===== src/rtl/falafel_fifo_hs.sv =====
// Synchronous valid/ready FIFO with arbitrary depth, occupancy count and almost flags.
// Define FALAFEL_FIFO_BYPASS_EN for a zero-latency pass-through path when empty.
module falafel_fifo_hs #(
  parameter int unsigned DEPTH    = 64,
  parameter int unsigned DATA_W   = 16,
  parameter int unsigned AF_LEVEL = 56,
  parameter int unsigned AE_LEVEL = 8,
  localparam int unsigned ADDR_W  = $clog2(DEPTH),
  localparam int unsigned CNT_W   = $clog2(DEPTH + 1)
) (
  input  logic              clk_i,
  input  logic              rst_i,
  input  logic              flush_i,
  input  logic              in_valid_i,
  output logic              in_ready_o,
  input  logic [DATA_W-1:0] in_data_i,
  output logic              out_valid_o,
  input  logic              out_ready_i,
  output logic [DATA_W-1:0] out_data_o,
  output logic [CNT_W-1:0]  count_o,
  output logic              almost_full_o,
  output logic              almost_empty_o
);

  logic [DATA_W-1:0] mem [DEPTH];
  logic [ADDR_W-1:0] wr_ptr, rd_ptr;
  logic [CNT_W-1:0]  count;

  logic empty, full;
  logic push, pop;
  logic pass_through;
  logic store_push, store_pop;

  always_comb begin
    empty        = (count == '0);
    full         = (count == CNT_W'(DEPTH));
    in_ready_o   = !flush_i && !full;
    out_data_o   = mem[rd_ptr];
`ifdef FALAFEL_FIFO_BYPASS_EN
    out_valid_o  = !flush_i && (!empty || in_valid_i);
    if (empty && in_valid_i) begin
      out_data_o = in_data_i;
    end
`else
    out_valid_o  = !flush_i && !empty;
`endif
    push         = in_valid_i && in_ready_o;
    pop          = out_valid_o && out_ready_i;
`ifdef FALAFEL_FIFO_BYPASS_EN
    // An empty-FIFO push that is consumed at once never touches storage.
    pass_through = empty && push && pop;
`else
    pass_through = 1'b0;
`endif
    store_push   = push && !pass_through;
    store_pop    = pop && !pass_through;
  end

  always_ff @(posedge clk_i) begin
    if (rst_i) begin
      for (int i = 0; i < int'(DEPTH); i++) begin
        mem[i] <= '0;
      end
      wr_ptr <= '0;
      rd_ptr <= '0;
      count  <= '0;
    end else if (flush_i) begin
      wr_ptr <= '0;
      rd_ptr <= '0;
      count  <= '0;
    end else begin
      if (store_push) begin
        mem[wr_ptr] <= in_data_i;
        wr_ptr      <= (wr_ptr == ADDR_W'(DEPTH - 1)) ? '0 : wr_ptr + ADDR_W'(1);
      end
      if (store_pop) begin
        rd_ptr <= (rd_ptr == ADDR_W'(DEPTH - 1)) ? '0 : rd_ptr + ADDR_W'(1);
      end
      case ({store_push, store_pop})
        2'b10:   count <= count + CNT_W'(1);
        2'b01:   count <= count - CNT_W'(1);
        default: count <= count;
      endcase
    end
  end

  assign count_o        = count;
  assign almost_full_o  = (count >= CNT_W'(AF_LEVEL));
  assign almost_empty_o = (count <= CNT_W'(AE_LEVEL));

endmodule


===== config.mk =====
export PLATFORM = sky130hd
export DESIGN_NAME = falafel_fifo_hs
export DESIGN_NICKNAME = d
export VERILOG_FILES = /design/src/rtl/falafel_fifo_hs.sv
export SDC_FILE = /design/constraint.sdc
export NUM_CORES = 1
export LEC_CHECK = 0
export ABC_CLOCK_PERIOD_IN_PS = 5130
export BUFFER_PORTS_ARGS = -buffer_cell sky130_fd_sc_hd__clkbuf_2
export CAP_MARGIN = 20
export CELL_PAD_IN_SITES_DETAIL_PLACEMENT = 1
export CELL_PAD_IN_SITES_GLOBAL_PLACEMENT = 2
export CORE_ASPECT_RATIO = 0.75
export CORE_MARGIN = 5
export CORE_UTILIZATION = 51
export DETAILED_ROUTE_END_ITERATION = 16
export GPL_TIMING_DRIVEN = 0
export PLACE_DENSITY = 0.93
export SLEW_MARGIN = 10
export SYNTH_ARGS = -nofsm -noshare
export SYNTH_HDL_FRONTEND = slang
export SYNTH_SLANG_ARGS = --single-unit

===== constraint.sdc =====
create_clock -name clk_i -period 5.13 [get_ports clk_i]
set_input_delay 0.7695 -clock clk_i [delete_from_list [all_inputs] [get_ports clk_i]]
set_output_delay 0.7695 -clock clk_i [all_outputs]
set_load 0.01 [all_outputs]

# Word-level counts from Yosys, hierarchy flattened
# Memory sizes are Yosys's and may differ from the RTL's. A register that Yosys moved wholly into a read port is not among the register bits.
# Index checks and enable logic that the tools add are counted.
# word_totals
ff_bits,19
ram_bits,1024
wordCells,40
mem_count,1
# mem_list
name,depth,word_bits,rd,rd_ports_with_merged_regs,wr,line_no,rtl
mem,64,16,1,1,64,25,logic [DATA_W-1:0] mem [DEPTH];
# op_classes
addsub,4
order_cmp,2
n_eq_ne,5
mux,14
n_reduce_logical,11
# op_table
operator,n
two-way mux 6 bit,5
two-way mux 16 bit,1
OR reduction 16 bit,1
case mux 7 bit (2 select lines),1
adder 6 x 1 -> 6 bit (second input constant),2
equality test 6 bit (second input constant),2
adder 7 x 1 -> 7 bit (second input constant),1
equality test 7 bit (second input constant),1
>= comparator 7 x 6 -> 1 bit (second input constant),1
less-or-equal comparator 7 x 4 -> 1 bit (second input constant),1
logical NOT 7 bit,1
two-way mux 1 bit,7
subtractor 7 x 1 -> 7 bit (second input constant),1
logical AND 1 bit,4
logical NOT 1 bit,3
equality test 2 x 1 -> 1 bit (second input constant),1
equality test 2 bit (second input constant),1
nonzero test 2 bit,1
OR reduction 2 bit,1

# Depth between registers and ports, before layout
# logic_depth
ltp_word,10
depth_mapped,10
mapped_depth_nobuf,10

# Least setup slack after synthesis
# No wires, ideal clock.
# synth_path
kind,input to register
from,in flush_i
to,reg count[6] (netlist: count_o[6])
arrival_time_ns,3.004
required_ns,5.060
setup_slack_ns,2.056
stages,10
path_buffers,0
cell_sequence,nand2b_1 -> a21oi_1 -> inv_1 -> ha_1 -> ha_1 -> a21o_1 -> a21oi_1 -> or4_1 -> a31o_2 -> a21oi_1
# synth_via
elab_chain_len,5
word_cells_on_any_way,10
classes_between,eq/ne (2); mux (1); reduce/logical (7)
# synth_rtl
element,line_no,rtl
start: declaration,13,"input logic flush_i,"
logical NOT 1 bit,"37, 45",
"logical AND 1 bit, on equally long branches","45, 37",
"logical AND 1 bit, on equally long branches","48, 47",
equality test 2 x 1 -> 1 bit / equality test 2 bit (equally long branches),79,"case ({store_push, store_pop})"
case mux 7 bit (2 select lines) / nonzero test 2 bit (equally long branches),n/a,
end signal: assignment,80,2'b10: count <= count + CNT_W'(1);
end signal: assignment,81,2'b01: count <= count - CNT_W'(1);
end signal: assignment,82,default: count <= count;
end: declaration,27,logic [CNT_W-1:0] count;
# Parallel ways exist; a longest one is shown, timed or not.
# A chain may end at the register's enable or synchronous reset.

==> flow_summary.yaml <==
sta:
  fin_crit_ns: 5.25
  setup_ws_ns: -0.125
  clock_skew_ns: 0.0203
  rsz0062_at_grt: "no"
  relSlewSlack_pct: 15.6
  period_share_pct: 102
  hold_viol: 0
  tightest_slew_ns: 1.27
  drv_slew: 0
  whs_ns: 0.565
  fmax_mhz: 190
  setup_violations: 11
final_layout:
  fillCellCount: 8675
  syn_to_final_growth_pct: 11.0
  finalNetCount: 3327
  final_cell_mix: "1027 x and2_1, 1024 x edfxtp_1, 262 x mux4_2"
  final_common_cell: "and2_1"
  layout.cells.non_filler: 4626
  drive_above_1_share_pct: 18.0
  postLayoutCellArea_mm2: 0.0534
drt:
  drt_first_pass_iters: 8
  drtIter0Drc: 4569
  vias: 30800
  ant_nets: 0
  wl_mm: 174
  vias_per_cell: 6.66
  wire_per_inst_um: 37.7
  drc: 0
setup_path:
  reg2reg_to: "mem[60][8]$_SDFFCE_PN0P_"
  cp_cell_sequence: "buf_2, buf_2, buf_2, mux4_2, a22oi_1, nand2_1, a22oi_1, o21ai_0, clkbuf_2"
  required_ns: 4.36
  r2r_start: "count_o[3]$_SDFFE_PP0P_"
  critPathCaptureType: "output port"
  path_class: "flip-flop to output port"
  crit_arrival_ns: 4.49
  slowest_stage: "dfxtp_1"
  rrSetupSlack_ns: 1.06
  worstSetupStartpointType: "flip-flop"
  crit_top_cell: "buf_2"
  crit_fanout: 10
  max_stage_delay_ns: 0.53
  r2r_cells: 5
power_and_ir_drop:
  power.leakage_nw: 18.2
  power.ir.vdd_worst_v: 0.000256
  power.total_w: 0.0184
  p_per_area_mw_per_mm2: 344
place:
  dpl.hpwl_mm: 123
  gp_congestion: 1.02
  placed_cells: 4430
  pre_cts_ws_ns: 0.0474
  place_area_mm2: 0.0500
  io_buffer_count: 30
yosys:
  synth_area_mm2: 0.0481
  ys.flop_type: "edfxtp_1"
  synth_warnings: 0
  yosysUniqueCellTypes: 57
  ys_seq_area_share_pct: 65.0
  ys_seq_elements: 1049
  syn-num-nets: 3182
  avgSynthCellArea_um2: 15.3
  synth_edf_count: 1024
  synth_async_sr_flop_share_pct: 0
  syn_inst: 3152
floorplanning:
  rows: 97
  coreArea_mm2: 0.0935
  num_io_pins: 48
  start_util_pct: 51.5
  dieArea_mm2: 0.101
  fp.dieH_um: 276
  die_w_um: 365
cts:
  clkLatencyLatePin_ns: 0.70
  cts_setup_buffers: 0
  clk_root_buffer_cell: "clkbuf_16"
  clock_path_buffers: 3
  cts_tree: "done"
  ctsHoldBuffers: 0
  path_clk_slew_ns: 0.06
  cts-buffers-inserted: 101
  cts_max_level: 3
  cts.sinks: 1049
grt:
  grt_pass1_wl_mm: 242
  grt_pass1_vias: 31100
  antenna_found_initial: 19
  gr-total-overflow: 0
  grt_max_degree: 17
  grt.total_usage_pct: 34.8
min_path:
  min_to: "rd_ptr[0]$_SDFFE_PP0N_"
  holdCritStartpoint: "rd_ptr[5]$_SDFFE_PP0N_"
  holdPathStages: 1
  hp-class: "flip-flop to flip-flop"
outcome:
  violations: "negative setup slack"
  outcome: "complete, but fails checks"
run:
  maxCapViolCount: 0
kinds of logic (layout without fill, tap and decap cells):
| group | Yosys count | count (layout) | synth area share, % |
|---|---|---|---|
| other cells | 0 | 9 | 0 |
| buf+inv | 290 | 518 | 2.50 |
| compound gates | 149 | 149 | 2.10 |
| simple gates | 1321 | 1321 | 16.4 |
| xor+xnor | 13 | 13 | 0.237 |
| mux | 321 | 321 | 13.5 |
| flops | 1049 | 1049 | 65.0 |
| fa+ha+maj | 9 | 9 | 0.250 |
final cells by class:
class	instances	area, um^2	share of cell area [%]
repair buffers	42	319	0.598
well taps	1237	1550	2.90
clock inverters	43	482	0.902
multi-input cells	1813	15800	29.5
inverters	7	26.3	0.0492
clock buffers	143	2740	5.13
flip-flops and latches	1049	31300	58.5
diodes	9	22.5	0.0422
plain buffers	283	1250	2.35
power by group:
part | switching (W) | leakage [nW] | internal [W]
Clock | 0.00339 | 1.56 | 0.00422
Sequential | 0.000124 | 10.2 | 0.00975
Combinational | 0.000674 | 6.39 | 0.000241
synth_stat cells (2+ instances only):
| cell | n | share of area (%) |
|---|---|---|
| xor2_1 | 6 | 0.11 |
| clkbuf_1 | 199 | 1.6 |
| mux2i_1 | 50 | 1.0 |
| a21oi_1 | 21 | 0.22 |
| a22o_1 | 4 | 0.073 |
| nand4_1 | 15 | 0.20 |
| nand3_1 | 10 | 0.10 |
| or2_2 | 66 | 0.86 |
| a22oi_1 | 29 | 0.45 |
| a211o_1 | 7 | 0.13 |
| mux4_2 | 262 | 12 |
| or3b_2 | 2 | 0.036 |
| buf_2 | 42 | 0.44 |
| nor2b_1 | 13 | 0.17 |
| o22ai_1 | 10 | 0.13 |
| buf_4 | 15 | 0.23 |
| o21ai_0 | 35 | 0.36 |
| o21bai_1 | 2 | 0.031 |
| a21o_1 | 4 | 0.062 |
| a31oi_1 | 8 | 0.10 |
| nand2_1 | 44 | 0.34 |
| nand3b_1 | 6 | 0.094 |
| o211ai_1 | 2 | 0.031 |
| mux2_2 | 9 | 0.21 |
| nor2_1 | 102 | 0.80 |
| dfxtp_1 | 25 | 1.0 |
| a31o_2 | 2 | 0.036 |
| o31ai_1 | 2 | 0.031 |
| nor3_1 | 13 | 0.14 |
| a211oi_1 | 8 | 0.12 |
| a311oi_1 | 2 | 0.036 |
| inv_1 | 6 | 0.047 |
| a221o_1 | 8 | 0.17 |
| buf_1 | 26 | 0.20 |
| edfxtp_1 | 1024 | 64 |
| and2_1 | 1027 | 13 |
| nor3b_1 | 5 | 0.078 |
| nand2b_1 | 9 | 0.12 |
| xnor2_1 | 7 | 0.13 |
| ha_1 | 8 | 0.21 |
timing repair:
item / CTS / global route
cloned: 0 / 0
gates resized for setup: 34 / 16
endpoints found under the hold margin: 0 / 0
setup endpoints to repair: 16 / 13
pin swaps: 0 / 1
flip-flops by register name (all words and copies together), names as in the netlist, named ones only:
name and flops:
count_o 7, mem 1024, wr_ptr 6, rd_ptr 6
per-layer routing:
metal | global-route usage [%] | up-vias | wire length, um
li1 | - | 11900 | -
met1 | 46.9 | 16200 | 65500
met2 | 50.5 | 2296 | 74700
met3 | 14.4 | 436 | 25900
met4 | 14.2 | 8 | 8110
met5 | 0 | - | 50
through the flow:
stage / setup TNS, ns / utilization [%]
finish: -0.624 / 57.1
floorplan: 0 / -
CTS: 0 / 57.0
global route: 0 / 57.1
global placement: -0.127 / 53.3
detailed placement: 0 / 53.5
how the worst max path moves through the flow:
stage / slack [ns] / endpoint / cells past startpoint
after global placement: -0.06 / out_data_o[6] / 7
after global routing: 0.005 / out_data_o[1] / 8
after CTS: 0.007 / out_data_o[3] / 9
final: -0.12 / out_data_o[11] / 9
after detailed placement: 0.05 / out_data_o[2] / 9
after floorplan: 2.06 / count_o[6]$_SDFFE_PP0P_ / 10
critical path, delay by kind of cell, from the launching register on:
kind            cells  cell delay [ns]
simple gates        1             0.17
mux                 1             0.46
flops               1             0.53
buf+inv             4             1.63
compound gates      3             0.99
Power figures use the tool's default switching activity.
